### config.mk
export PLATFORM = sky130hd
export DESIGN_NAME = alu_pipe_flat
export DESIGN_NICKNAME = d
export VERILOG_FILES = /design/src/rtl/alu_pipe_if.sv /design/src/rtl/alu_pipe.sv /design/src/flat_wrapper.sv
export SDC_FILE = /design/constraint.sdc
export NUM_CORES = 1
export LEC_CHECK = 0
export CAP_MARGIN = 10
export CORE_UTILIZATION = 47
export DETAILED_ROUTE_END_ITERATION = 12
export MAX_ROUTING_LAYER = met4
export PLACE_DENSITY = 0.72
export SLEW_MARGIN = 25
export SYNTH_ARGS = -nofsm -noshare
export SYNTH_HDL_FRONTEND = slang
export SYNTH_SLANG_ARGS = --single-unit
### constraint.sdc
create_clock -name clk_i -period 4.2 [get_ports clk_i]
set_input_delay 0.63 -clock clk_i [delete_from_list [all_inputs] [get_ports clk_i]]
set_output_delay 0.63 -clock clk_i [all_outputs]
set_load 0.02 [all_outputs]
### src/rtl/alu_pipe_if.sv
// Operand-issue and result-return bundle for alu_pipe; valid/ready on both sides.
// The ALU takes the slave view; the issuing/consuming side takes the master view.
interface alu_pipe_if #(
  parameter int WIDTH = 8
);
  logic             in_vld;
  logic             in_rdy;
  logic [WIDTH-1:0] a_dat;
  logic [WIDTH-1:0] b_dat;
  logic [3:0]       sel_dat;
  logic             out_vld;
  logic             out_rdy;
  logic [WIDTH-1:0] out_dat;
  logic             zero;
  logic             carry;
  logic             neg;
  logic             ovf;
  logic             err;

  modport master (
    output in_vld, a_dat, b_dat, sel_dat, out_rdy,
    input  in_rdy, out_vld, out_dat, zero, carry, neg, ovf, err
  );

  modport slave (
    input  in_vld, a_dat, b_dat, sel_dat, out_rdy,
    output in_rdy, out_vld, out_dat, zero, carry, neg, ovf, err
  );
endinterface

### src/rtl/alu_pipe.sv
// Handshaked ALU: logic/add/sub/shift ops respond 1 cycle after accept, MUL after WIDTH cycles.
// A pending result holds Out/flags stable and drops in_rdy until the consumer takes it.
module alu_pipe #(
  parameter int WIDTH = 8
) (
  input  logic       clk_i,
  input  logic       rst_i,
  alu_pipe_if.slave  alu_s
);
  localparam int SHW = $clog2(WIDTH);
  localparam int CW  = SHW + 1;
  localparam int M   = WIDTH - 1;

  localparam logic [0:0] ST_IDLE = 1'b0;
  localparam logic [0:0] ST_BUSY = 1'b1;

  localparam logic [3:0] OP_AND = 4'b0000;
  localparam logic [3:0] OP_OR  = 4'b0001;
  localparam logic [3:0] OP_ADD = 4'b0010;
  localparam logic [3:0] OP_XOR = 4'b0011;
  localparam logic [3:0] OP_SUB = 4'b0110;
  localparam logic [3:0] OP_SLT = 4'b0111;
  localparam logic [3:0] OP_SLL = 4'b1000;
  localparam logic [3:0] OP_SRL = 4'b1001;
  localparam logic [3:0] OP_SRA = 4'b1010;
  localparam logic [3:0] OP_NOR = 4'b1100;
  localparam logic [3:0] OP_MUL = 4'b1101;

  logic [0:0]         state_q, state_d;
  logic [WIDTH-1:0]   out_q, out_d;
  logic               zero_q, zero_d;
  logic               carry_q, carry_d;
  logic               neg_q, neg_d;
  logic               ovf_q, ovf_d;
  logic               err_q, err_d;
  logic               vld_q, vld_d;
  logic [2*WIDTH-1:0] acc_q, acc_d;
  logic [2*WIDTH-1:0] mcand_q, mcand_d;
  logic [WIDTH-1:0]   mplier_q, mplier_d;
  logic [CW-1:0]      cnt_q, cnt_d;

  logic               in_rdy_c;
  logic               accept_c;
  logic [WIDTH:0]     add_c;
  logic [WIDTH:0]     sub_c;
  logic [SHW-1:0]     sh_c;
  logic [WIDTH-1:0]   res_c;
  logic               carry_c;
  logic               ovf_c;
  logic               legal_c;
  logic               mul_c;
  logic [2*WIDTH-1:0] acc_step_c;

  assign in_rdy_c = (state_q == ST_IDLE) && (!vld_q || alu_s.out_rdy);
  assign accept_c = alu_s.in_vld && in_rdy_c;

  assign add_c = {1'b0, alu_s.a_dat} + {1'b0, alu_s.b_dat};
  assign sub_c = {1'b0, alu_s.a_dat} - {1'b0, alu_s.b_dat};
  assign sh_c  = alu_s.b_dat[SHW-1:0];

  // Single-cycle datapath; res_c defaults to the held result so illegal ops change nothing.
  always_comb begin
    res_c   = out_q;
    carry_c = 1'b0;
    ovf_c   = 1'b0;
    legal_c = 1'b1;
    mul_c   = 1'b0;
    case (alu_s.sel_dat)
      OP_AND: res_c = alu_s.a_dat & alu_s.b_dat;
      OP_OR:  res_c = alu_s.a_dat | alu_s.b_dat;
      OP_XOR: res_c = alu_s.a_dat ^ alu_s.b_dat;
      OP_NOR: res_c = ~(alu_s.a_dat | alu_s.b_dat);
      OP_ADD: begin
        res_c   = add_c[M:0];
        carry_c = add_c[WIDTH];
        ovf_c   = (alu_s.a_dat[M] == alu_s.b_dat[M]) && (add_c[M] != alu_s.a_dat[M]);
      end
      OP_SUB: begin
        res_c   = sub_c[M:0];
        carry_c = sub_c[WIDTH];
        ovf_c   = (alu_s.a_dat[M] != alu_s.b_dat[M]) && (sub_c[M] != alu_s.a_dat[M]);
      end
      OP_SLT: res_c = {{M{1'b0}}, ($signed(alu_s.a_dat) < $signed(alu_s.b_dat))};
      OP_SLL: res_c = alu_s.a_dat << sh_c;
      OP_SRL: res_c = alu_s.a_dat >> sh_c;
      OP_SRA: res_c = WIDTH'($signed(alu_s.a_dat) >>> sh_c);
      OP_MUL: mul_c = 1'b1;
      default: legal_c = 1'b0;
    endcase
  end

  assign acc_step_c = mplier_q[0] ? (acc_q + mcand_q) : acc_q;

  always_comb begin
    state_d  = state_q;
    out_d    = out_q;
    zero_d   = zero_q;
    carry_d  = carry_q;
    neg_d    = neg_q;
    ovf_d    = ovf_q;
    err_d    = err_q;
    vld_d    = vld_q;
    acc_d    = acc_q;
    mcand_d  = mcand_q;
    mplier_d = mplier_q;
    cnt_d    = cnt_q;
    if (accept_c) begin
      err_d = !legal_c;
      if (mul_c) begin
        state_d  = ST_BUSY;
        acc_d    = '0;
        mcand_d  = {{WIDTH{1'b0}}, alu_s.a_dat};
        mplier_d = alu_s.b_dat;
        cnt_d    = CW'(WIDTH);
        vld_d    = 1'b0;
      end else begin
        vld_d = 1'b1;
        if (legal_c) begin
          out_d   = res_c;
          zero_d  = (res_c == '0);
          carry_d = carry_c;
          neg_d   = res_c[M];
          ovf_d   = ovf_c;
        end
      end
    end else begin
      if (alu_s.out_rdy) begin
        vld_d = 1'b0;
      end
      if (state_q == ST_BUSY) begin
        acc_d    = acc_step_c;
        mcand_d  = mcand_q << 1;
        mplier_d = mplier_q >> 1;
        cnt_d    = cnt_q - CW'(1);
        // Last partial product lands on this edge, so the result uses the stepped accumulator.
        if (cnt_q == CW'(1)) begin
          state_d = ST_IDLE;
          out_d   = acc_step_c[M:0];
          zero_d  = (acc_step_c[M:0] == '0);
          carry_d = |acc_step_c[2*WIDTH-1:WIDTH];
          neg_d   = acc_step_c[M];
          ovf_d   = 1'b0;
          vld_d   = 1'b1;
        end
      end
    end
  end

  always_ff @(posedge clk_i or posedge rst_i) begin
    if (rst_i) begin
      state_q  <= ST_IDLE;
      out_q    <= '0;
      zero_q   <= 1'b1;
      carry_q  <= 1'b0;
      neg_q    <= 1'b0;
      ovf_q    <= 1'b0;
      err_q    <= 1'b0;
      vld_q    <= 1'b0;
      acc_q    <= '0;
      mcand_q  <= '0;
      mplier_q <= '0;
      cnt_q    <= '0;
    end else begin
      state_q  <= state_d;
      out_q    <= out_d;
      zero_q   <= zero_d;
      carry_q  <= carry_d;
      neg_q    <= neg_d;
      ovf_q    <= ovf_d;
      err_q    <= err_d;
      vld_q    <= vld_d;
      acc_q    <= acc_d;
      mcand_q  <= mcand_d;
      mplier_q <= mplier_d;
      cnt_q    <= cnt_d;
    end
  end

  assign alu_s.in_rdy  = in_rdy_c;
  assign alu_s.out_vld = vld_q;
  assign alu_s.out_dat = out_q;
  assign alu_s.zero    = zero_q;
  assign alu_s.carry   = carry_q;
  assign alu_s.neg     = neg_q;
  assign alu_s.ovf     = ovf_q;
  assign alu_s.err     = err_q;
endmodule

### src/flat_wrapper.sv
// flat-port wrapper written by rule: the top's interface ports become plain ports
module alu_pipe_flat 
#(
  parameter int WIDTH = 8
)
  (clk_i, rst_i, alu_s_in_vld, alu_s_a_dat, alu_s_b_dat, alu_s_sel_dat, alu_s_out_rdy, alu_s_in_rdy, alu_s_out_vld, alu_s_out_dat, alu_s_zero, alu_s_carry, alu_s_neg, alu_s_ovf, alu_s_err);
  alu_pipe_if #(.WIDTH(WIDTH)) alu_s_i ();
  input  logic clk_i;
  input  logic rst_i;
  input wire logic [$bits(alu_s_i.in_vld)-1:0] alu_s_in_vld;
  input wire logic [$bits(alu_s_i.a_dat)-1:0] alu_s_a_dat;
  input wire logic [$bits(alu_s_i.b_dat)-1:0] alu_s_b_dat;
  input wire logic [$bits(alu_s_i.sel_dat)-1:0] alu_s_sel_dat;
  input wire logic [$bits(alu_s_i.out_rdy)-1:0] alu_s_out_rdy;
  output wire logic [$bits(alu_s_i.in_rdy)-1:0] alu_s_in_rdy;
  output wire logic [$bits(alu_s_i.out_vld)-1:0] alu_s_out_vld;
  output wire logic [$bits(alu_s_i.out_dat)-1:0] alu_s_out_dat;
  output wire logic [$bits(alu_s_i.zero)-1:0] alu_s_zero;
  output wire logic [$bits(alu_s_i.carry)-1:0] alu_s_carry;
  output wire logic [$bits(alu_s_i.neg)-1:0] alu_s_neg;
  output wire logic [$bits(alu_s_i.ovf)-1:0] alu_s_ovf;
  output wire logic [$bits(alu_s_i.err)-1:0] alu_s_err;
  assign alu_s_i.in_vld = alu_s_in_vld;
  assign alu_s_i.a_dat = alu_s_a_dat;
  assign alu_s_i.b_dat = alu_s_b_dat;
  assign alu_s_i.sel_dat = alu_s_sel_dat;
  assign alu_s_i.out_rdy = alu_s_out_rdy;
  assign alu_s_in_rdy = alu_s_i.in_rdy;
  assign alu_s_out_vld = alu_s_i.out_vld;
  assign alu_s_out_dat = alu_s_i.out_dat;
  assign alu_s_zero = alu_s_i.zero;
  assign alu_s_carry = alu_s_i.carry;
  assign alu_s_neg = alu_s_i.neg;
  assign alu_s_ovf = alu_s_i.ovf;
  assign alu_s_err = alu_s_i.err;
  alu_pipe #(.WIDTH(WIDTH)) u_core (.clk_i(clk_i), .rst_i(rst_i), .alu_s(alu_s_i));
endmodule
==> results_dict.tcl, run 1 <==
set metrics [dict create \
    slew_headroom_pct 36.9 \
    synth_edf_count 0 \
    rows 38 \
    coreArea_um2 11100 \
    cp.arrival_ns 3.85 \
    avgViaCountPerCell 6.39 \
    io_pins 39 \
    min_path_type "reg -> reg" \
    whs_ns 0.496 \
    p_comb_share_pct 54.7 \
    dp_hpwl_mm 12.4 \
    synth_xor_area_share_pct 2.25 \
    peakVddDrop_mv 0.397 \
    drv_slew 0 \
    clockBufferDepth 2 \
    switchingPower_mw 1.76 \
    wl_per_cell_um 19.3 \
    first_global_vias 5084 \
    status "finished clean" \
    rsz0062_at_grt "no" \
    path_clk_slew_ns 0.05 \
    hold_violations 0 \
    tritoncts "done" \
    syn2layout_area_growth_pct 16.5 \
    ys_async_sr_fraction_pct 100 \
    muxShareOfSynthArea_pct 5.57 \
    synth_top_area_share_pct 26.1 \
    critPathSlowestCell "fa_1" \
    min_period_ns 3.63 \
    p_leak_nw 2.88 \
    drive_gt1_share_pct 9.78 \
    drv_cap 0 \
    internal_power_mw 2.29 \
    diodes 0 \
    fmax_mhz 275 \
    drc 0 \
    antenna_left 0 \
    synthTopCellsByArea "dfrtp_1 26%, ha_1 10%, nand2_1 6.9%, o21ai_0 4.1%, nor2_1 3.6%" \
    synth_adder_area_share_pct 11.4 \
    fin_tns_setup_ns 0 \
    setup_viol 0 \
    postSynthCellCount 681 \
    grt_pass1_wl_mm 26.5 \
    path_cells "ha_1, fa_1, a21o_1, a221oi_2, a21oi_2, o311a_1, or3_1, a31o_1, or4_1, o31a_1" \
    cts_resized 0 \
    nNetsFinal 783 \
    gp_congestion 0.995 \
    numCtsBuffers 9 \
    p_seq_share_pct 25.3 \
    path_class "reg -> reg" \
    synth-seq-cells 58 \
    ys.flop_type "dfrtp_1" \
    endpoint_kind "flop" \
    htree_levels 3 \
    p_clk_share_pct 20.0 \
    fin_cells 856 \
    worst_slew_pin_slew_ns 0.939 \
    clk_latency_ns 0.33 \
    drt_iter0_drc 648 \
    post_cts_buffers 0 \
    yosys.area_share.simple_pct 22.9 \
    die_x_um 110 \
    wl_mm 16.5 \
    path_buf_inv 0 \
    drtPass1Iterations 6 \
    grt_overflow 0 \
    yosysSeqAreaShare_pct 26.6 \
    initial_core_util_pct 49.3 \
    synth_nets 753 \
    grt_max_degree 45 \
    dp_cells 840 \
    dp_slack_ns 0.481 \
    synth-compound-area-share_pct 26.0 \
    worst_slack_ns 0.565 \
    power_density_nw_per_um2 637 \
    fin_skew_ns 0.00716 \
    worst_path_largest_cell_delay_ns 0.47 \
    worstPathMaxFanout 5 \
    startpoint_type "flop" \
    root_buffer "clkbuf_16" \
    portBuffers 38 \
    crit_family "compound AO/OA/AOI/OAI gates" \
    syn_area_per_cell_um2 8.01 \
    finalCritPeriodShare_pct 86.5 \
    synth_warnings 0 \
    antenna_found_initial 0 \
    netlist_area_um2 5460 \
    cts_hold_buf 0 \
    rrSetupSlack_ns 0.57 \
    yosys.area.top_type "dfrtp_1" \
    worstPathRequired_ns 4.42 \
    die_area_um2 12000 \
    yosys.cell_types.count 80 \
    grt_usage_pct 30.1 \
    dr_total_vias 5469 \
    synth_top_family_by_area "compound AO/OA/AOI/OAI gates" \
    swShare_pct 43.4 \
    die_h_um 110 \
    power_mw 4.05 \
    clock_sinks 58 \
]
cells by family after synthesis:
group | count (synthesis)
buffers and inverters | 74
muxes | 22
DFF | 58
AOI/OAI and AO/OA | 208
xor gates and xnor gates | 14
adders and majority gates | 48
and+or+nand+nor | 257
final timing paths:
check / start / end / cells after the start
max: u_core.mcand_q[0]$_DFFE_PP0P_ / u_core.alu_s.carry$_DFFE_PP0P_ / 10
min: u_core.alu_s.err$_DFFE_PP0P_ / u_core.alu_s.err$_DFFE_PP0P_ / 2
max reg2reg: u_core.mcand_q[0]$_DFFE_PP0P_ / u_core.alu_s.carry$_DFFE_PP0P_ / 10
min reg2reg: u_core.alu_s.err$_DFFE_PP0P_ / u_core.alu_s.err$_DFFE_PP0P_ / 2
min in group asynchronous: rst_i / u_core.mplier_q[3]$_DFFE_PP0P_ / 2
max in group asynchronous: rst_i / u_core.cnt_q[0]$_DFFE_PP0P_ / 3
synthesized netlist by cell type (6+ instances only):
cell and number:
o21a_1 6, nor4_1 8, o211ai_1 11, nor2_1 52
a21oi_1 36, a21o_1 13, mux2_2 7, dfrtp_1 57
a211oi_1 6, nor3_1 9, xnor2_1 9, a22o_1 7
clkbuf_1 37, and3_1 10, nand3_1 16, mux2i_1 9
nor2b_1 10, nand2b_1 11, o21ai_0 45, ha_1 45
a31oi_1 19, nand2_1 100, inv_1 28, mux4_2 6
stage by stage:
stage	area, µm²	util, %
2_1_floorplan	5460	-
3_3_place_gp	6030	54.4
3_5_place_dp	6030	54.4
4_1_cts	6360	57.4
5_1_grt	6360	57.4
6_report	6360	57.4
cell usage in the layout, fill, tap and decap left out, types with 10 or more instances in the layout:
cell type and count:
dfrtp_1 57, clkdlybuf4s50_1 38, nand2b_1 11, a21o_1 13, nand2_1 100, inv_1 27
o21ai_0 45, a21oi_1 36, buf_4 25, and3_1 10, nor2_1 52, nand3_1 16
o211ai_1 11, ha_1 45, nor2b_1 10, a31oi_1 19
power groups by stage:
stage | Combinational [mW] | Sequential [mW] | Clock (mW)
global placement | 2.13 | 1.02 | 0
detailed placement | 2.17 | 1.03 | 0
global route | 2.44 | 1.06 | 0.847
floorplan | 1.53 | 1.03 | 0
CTS | 2.19 | 1.02 | 0.818
finish | 2.22 | 1.02 | 0.811
layer usage:
layer	wire [µm]	up-vias	GRT usage, %
met3	1630	30	5.04
met4	276	0	8.76
li1	-	2556	-
met5	0	-	-
met2	7200	285	43.5
met1	7390	2598	43.0
final cells by class:
cell class                      instances  area (µm²)
Clock buffer                           12         256
Clock inverter                          4        73.8
Fill cell                            1015        4720
Inverter                               30         114
Multi-Input combinational cell        549        3720
Sequential cell                        58        1450
Tap cell                              140         175
Timing Repair Buffer                   63         568
worst register-to-register path, cell delays in order, from the launching register on:
cell	delay (ns)
dfrtp_1	0.40
ha_1	0.26
fa_1	0.47
a21o_1	0.21
a221oi_2	0.34
a21oi_2	0.17
o311a_1	0.41
or3_1	0.31
a31o_1	0.24
or4_1	0.47
o31a_1	0.24
flip-flops by register name, summed over array words and instances, names as in the netlist:
register	cells
u_core.mcand_q	16
u_core.alu_s.out_vld	1
u_core.acc_q	16
u_core.alu_s.ovf	1
u_core.state_q	1
u_core.alu_s.err	1
u_core.alu_s.out_dat	8
u_core.alu_s.zero	1
u_core.cnt_q	4
u_core.mplier_q	8
u_core.alu_s.carry	1
Power figures use the tool's default switching activity.
==> run 2, diff against run 1 <==
--- a/config.mk
+++ b/config.mk
@@ -6,10 +6,13 @@
 export NUM_CORES = 1
 export LEC_CHECK = 0
 export CAP_MARGIN = 10
-export CORE_UTILIZATION = 47
+export CELL_PAD_IN_SITES_DETAIL_PLACEMENT = 2
+export CELL_PAD_IN_SITES_GLOBAL_PLACEMENT = 2
+export CORE_MARGIN = 2
+export CORE_UTILIZATION = 36
 export DETAILED_ROUTE_END_ITERATION = 12
 export MAX_ROUTING_LAYER = met4
-export PLACE_DENSITY = 0.72
+export PLACE_DENSITY = 0.87
 export SLEW_MARGIN = 25
 export SYNTH_ARGS = -nofsm -noshare
 export SYNTH_HDL_FRONTEND = slang
==> run 2 against run 1 <==
Non-clock buffer count up 4. Critical path depth up 2. Critical path type is now in -> reg. Setup slack worse by 0.17 ns. Combinational power up 12%. Total power up 6.8%. Final cell count up 5.5%. Final area up 0.94%. Sequential power up 5%. Global-route usage up 1.2 points. Die area up 34%. Routed wire length up 44%. Largest cell class unchanged.
==> results_dict.tcl, run 2 (synthesized netlist as in run 1, its figures left out) <==
set metrics [dict create \
    dr_total_vias 5832 \
    grt_max_degree 43 \
    whs_path_depth 2 \
    endpoint_kind "flop" \
    fmax_mhz 263 \
    slew_headroom_pct 24.0 \
    final_cell_mix "100 x nand2_1, 57 x dfrtp_1, 52 x nor2_1" \
    power_density_nw_per_um2 674 \
    first_global_vias 6378 \
    die_x_um 127 \
    whs_ns 0.523 \
    post_cts_buffers 0 \
    peakVddDrop_mv 0.395 \
    dp_hpwl_mm 16.9 \
    initial_core_util_pct 37.3 \
    portBuffers 38 \
    fin_tns_setup_ns 0 \
    path_class "in -> reg" \
    switchingPower_mw 2.07 \
    finalCritPeriodShare_pct 90.6 \
    clock_sinks 58 \
    syn2layout_area_growth_pct 17.6 \
    diodes 0 \
    cp.arrival_ns 4.05 \
    numCtsBuffers 9 \
    coreArea_um2 14600 \
    gp_congestion 0.965 \
    grt_usage_pct 31.3 \
    grt_overflow 0 \
    min_path_type "reg -> reg" \
    r2r_cells 10 \
    wl_met1_mm 9.87 \
    drt_iter0_drc 426 \
    drive_gt1_share_pct 10.2 \
    startpoint_type "primary input" \
    p_leak_nw 2.89 \
    htree_levels 3 \
    fin_skew_ns 0.00999 \
    drv_cap 0 \
    rsz0062_at_grt "no" \
    setup_viol 0 \
    wl_met3_mm 1.44 \
    root_buffer "clkbuf_16" \
    cts_resized 0 \
    worst_slew_pin_slew_ns 1.11 \
    routed.top_layer "met4" \
    hold_violations 0 \
    p_comb_share_pct 57.3 \
    antenna_left 0 \
    worstPathRequired_ns 4.44 \
    swShare_pct 47.8 \
    avgViaCountPerCell 6.46 \
    wl_mm 23.8 \
    drc 0 \
    die_h_um 127 \
    worstPathMaxFanout 5 \
    stdcell_area_um2 6420 \
    min_period_ns 3.81 \
    cts_hold_buf 0 \
    grt_pass1_wl_mm 37.9 \
    wl_per_cell_um 26.3 \
    antenna_found_initial 0 \
    final_common_cell "nand2_1" \
    fill_cells 1620 \
    place_area_um2 6110 \
    status "finished clean" \
    io_pins 39 \
    internal_power_mw 2.26 \
    p_clk_share_pct 18.0 \
    p_seq_share_pct 24.7 \
    drv_slew 0 \
    tritoncts "done" \
    drtPass1Iterations 5 \
    rows 44 \
    nNetsFinal 787 \
    clk_latency_ns 0.34 \
    die_area_um2 16200 \
    reg_top3 "u_core.acc_q: 16 flops, u_core.mcand_q: 16 flops" \
    wl_met2_mm 11.5 \
    clockBufferDepth 2 \
    path_clk_slew_ns 0.05 \
]
[run 2: cell type report]
class                           instances  area (µm²)  area share, %
Multi-Input combinational cell        549        3720           57.9
Sequential cell                        58        1450           22.6
Timing Repair Buffer                   67         598           9.32
Clock buffer                           13         270           4.21
Tap cell                              184         230           3.59
Inverter                               30         114           1.77
Clock inverter                          2        35.0          0.546
[run 2: layer usage]
metal,up-vias,track usage [%]
li1,2571,-
met1,2970,38.0
met2,216,50.5
met3,75,6.78
met4,0,13.2
met5,-,-
[run 2: path summary, 6_finish.rpt]
kind	from	end	slack (ns)
max in group asynchronous	rst_i	u_core.cnt_q[2]$_DFFE_PP0P_	2.70
min in group asynchronous	rst_i	u_core.mcand_q[6]$_DFFE_PP0P_	0.75
setup reg to reg	u_core.mcand_q[0]$_DFFE_PP0P_	u_core.alu_s.carry$_DFFE_PP0P_	0.42
hold / removal	u_core.alu_s.ovf$_DFFE_PP0P_	u_core.alu_s.ovf$_DFFE_PP0P_	0.52
hold reg to reg	u_core.alu_s.ovf$_DFFE_PP0P_	u_core.alu_s.ovf$_DFFE_PP0P_	0.52
setup / recovery	alu_s_a_dat[0]	u_core.alu_s.zero$_DFFE_PP1P_	0.39
[run 2: power by group through the flow]
stage | logic (mW) | registers (mW) | clock network, mW
after floorplan | 1.53 | 1.03 | 0
after global placement | 2.16 | 1.02 | 0
after detailed placement | 2.36 | 1.05 | 0
after CTS | 2.47 | 1.06 | 0.785
after global routing | 2.69 | 1.09 | 0.807
final | 2.48 | 1.07 | 0.777
[run 2: metrics by stage]
step / instances / power (mW) / setup WS (ns) / utilization (%)
after detailed placement: 888 / 3.41 / 0.214 / 41.7
after global placement: 888 / 3.18 / 0.271 / 41.7
after global routing: 903 / 4.59 / 0.280 / 43.8
after floorplan: 681 / 2.56 / 0.863 / -
final: 903 / 4.33 / 0.393 / 43.8
after CTS: 903 / 4.31 / 0.451 / 43.8
[run 2: worst max-delay path: stages]
cell             delay (ns)
clkdlybuf4s50_1        0.55
inv_1                  0.11
ha_1                   0.21
inv_1                  0.07
fa_1                   0.39
nor3b_1                0.14
o21ai_0                0.20
o2111ai_1              0.13
a2111oi_0              0.89
and4_1                 0.35
nand4_1                0.11
o31ai_1                0.25
==> run 3, diff against run 2 <==
--- a/config.mk
+++ b/config.mk
@@ -11,6 +11,7 @@
 export CORE_MARGIN = 2
 export CORE_UTILIZATION = 36
 export DETAILED_ROUTE_END_ITERATION = 12
+export GPL_TIMING_DRIVEN = 0
 export MAX_ROUTING_LAYER = met4
 export PLACE_DENSITY = 0.87
 export SLEW_MARGIN = 25
==> run 3 against run 2 <==
First-iteration DRC count is 24% lower. Register-to-register slack lost 0.05 ns. Combinational power is 2% higher. Non-clock buffer count rose by 13. Clock power barely moved. Hold slack worse by 0.0061 ns. Total power grew 0.88%. Critical path type unchanged. Largest cell class unchanged.
==> results_dict.tcl, run 3 (synthesized netlist as in run 1, its figures left out) <==
set metrics [dict create \
    numCtsBuffers 9 \
    rrSetupSlack_ns 0.37 \
    dp_cells 902 \
    whs_ns 0.517 \
    path_class "in -> reg" \
    die_h_um 127 \
    r2r_cells 10 \
    worst_path_largest_cell_delay_ns 0.60 \
    whs_path_depth 2 \
    avgViaCountPerCell 6.41 \
    path_cells "clkdlybuf4s50_1, clkbuf_1, clkbuf_1, clkbuf_2, and4b_1, nand2_1, nand2_1, clkbuf_1, buf_2, nor2_1, a31oi_1" \
    reg2reg_from "u_core.mcand_q[0]$_DFFE_PP0P_" \
    initial_core_util_pct 37.3 \
    min_from "u_core.acc_q[13]$_DFFE_PP0P_" \
    worst_slew_pin_slew_ns 1.08 \
    syn2layout_area_growth_pct 17.0 \
    gp_congestion 0.969 \
    worst_slack_ns 0.234 \
    cp_common_cell "clkbuf_1" \
    drv_cap 0 \
    drt_iter0_drc 322 \
    hold_end "u_core.acc_q[13]$_DFFE_PP0P_" \
    tritoncts "done" \
    htree_levels 3 \
    clk_latency_ns 0.34 \
    dp_hpwl_mm 17.9 \
    hold_violations 0 \
    die_area_um2 16200 \
    worstPathRequired_ns 4.45 \
    dr_total_vias 5876 \
    io_pins 39 \
    peakVddDrop_mv 0.325 \
    drtPass1Iterations 5 \
    worstReg2RegEnd "u_core.alu_s.carry$_DFFE_PP0P_" \
    antenna_left 0 \
    slew_headroom_pct 28.1 \
    fin_skew_ns 0.00812 \
    status "finished clean" \
    min_period_ns 3.97 \
    nNetsFinal 800 \
    portBuffers 36 \
    die_x_um 127 \
    grt_usage_pct 32.2 \
    grt_pass1_wl_mm 39.1 \
    clock_sinks 58 \
    cp.arrival_ns 4.21 \
    startpoint_type "primary input" \
    dp_slack_ns -0.348 \
    rsz0062_at_grt "no" \
    min_path_type "reg -> reg" \
    drc 0 \
    drive_gt1_share_pct 7.24 \
    diodes 0 \
    fin_cells 916 \
    p_leak_nw 2.83 \
    wl_per_cell_um 26.9 \
    endpoint_kind "flop" \
    post_cts_buffers 0 \
    rows 44 \
    reg_top3 "u_core.acc_q: 16 flops, u_core.mcand_q: 16 flops" \
    finalCritPeriodShare_pct 94.4 \
    first_global_vias 6681 \
    critPathSlowestCell "clkdlybuf4s50_1" \
    antenna_found_initial 0 \
    path_clk_slew_ns 0.05 \
    final_cell_mix "100 x nand2_1, 57 x dfrtp_1, 52 x nor2_1" \
    clockBufferDepth 2 \
    final_common_cell "nand2_1" \
    grt_overflow 0 \
    fmax_mhz 252 \
    worstPathMaxFanout 10 \
    wl_mm 24.6 \
    power_density_nw_per_um2 684 \
    root_buffer "clkbuf_16" \
    drv_slew 0 \
    grt_max_degree 31 \
    coreArea_um2 14600 \
    setup_viol 0 \
]
[run 3: power by group]
part | switching, mW | internal, mW
registers | 0.255 | 0.809
clock network | 0.275 | 0.504
logic | 1.58 | 0.941
[run 3: timing repair]
action / CTS / global route
hold buffers: 0 / 0
endpoints found under the setup margin: 8 / 10
resized for setup: 2 / 6
[run 3: area by class of cell]
type | count | area (µm²)
Clock inverter | 2 | 35.0
Clock buffer | 13 | 270
Multi-Input combinational cell | 549 | 3720
Fill cell | 1669 | 8260
Tap cell | 184 | 230
Inverter | 30 | 119
Sequential cell | 58 | 1450
Buffer | 43 | 173
Timing Repair Buffer | 37 | 383
[run 3: worst max-delay path: cells and delay by family]
family	cells	cell delay [ns]
AO/OA/AOI/OAI	1	0.19
buffers and inverters	6	2.61
AND/OR/NAND/NOR	4	0.77
[run 3: metrics by stage]
step | power [mW] | util (%) | area [µm²] | TNS [ns]
floorplan | 2.56 | - | 5460 | 0
global placement | 3.21 | 41.3 | 6050 | -1.30
detailed placement | 3.43 | 41.5 | 6070 | -2.26
CTS | 4.33 | 43.6 | 6380 | 0
global route | 4.62 | 43.6 | 6380 | 0
finish | 4.37 | 43.6 | 6380 | 0
[run 3: how the worst max path moves through the flow]
| stage | from | end | slack, ns |
|---|---|---|---|
| finish | alu_s_sel_dat[2] | u_core.mcand_q[1]$_DFFE_PP0P_ | 0.23 |
| global route | alu_s_sel_dat[2] | u_core.mcand_q[2]$_DFFE_PP0P_ | 0.09 |
| CTS | alu_s_b_dat[0] | u_core.alu_s.zero$_DFFE_PP1P_ | 0.06 |
| detailed placement | alu_s_b_dat[1] | u_core.alu_s.zero$_DFFE_PP1P_ | -0.35 |
| global placement | alu_s_b_dat[1] | u_core.alu_s.zero$_DFFE_PP1P_ | -0.40 |
| floorplan | u_core.mcand_q[0]$_DFFE_PP0P_ | u_core.alu_s.carry$_DFFE_PP0P_ | 0.86 |
[run 3: layer usage]
| layer | up-vias | routed length, µm | global-route usage [%] | share of wire [%] |
|---|---|---|---|---|
| met1 | 3038 | 10700 | 39.6 | 43 |
| li1 | 2583 | - | - | - |
| met5 | - | 0 | - | 0 |
| met3 | 70 | 987 | 4.86 | 4.0 |
| met4 | 0 | 911 | 12.3 | 3.7 |
| met2 | 185 | 12100 | 53.8 | 49 |
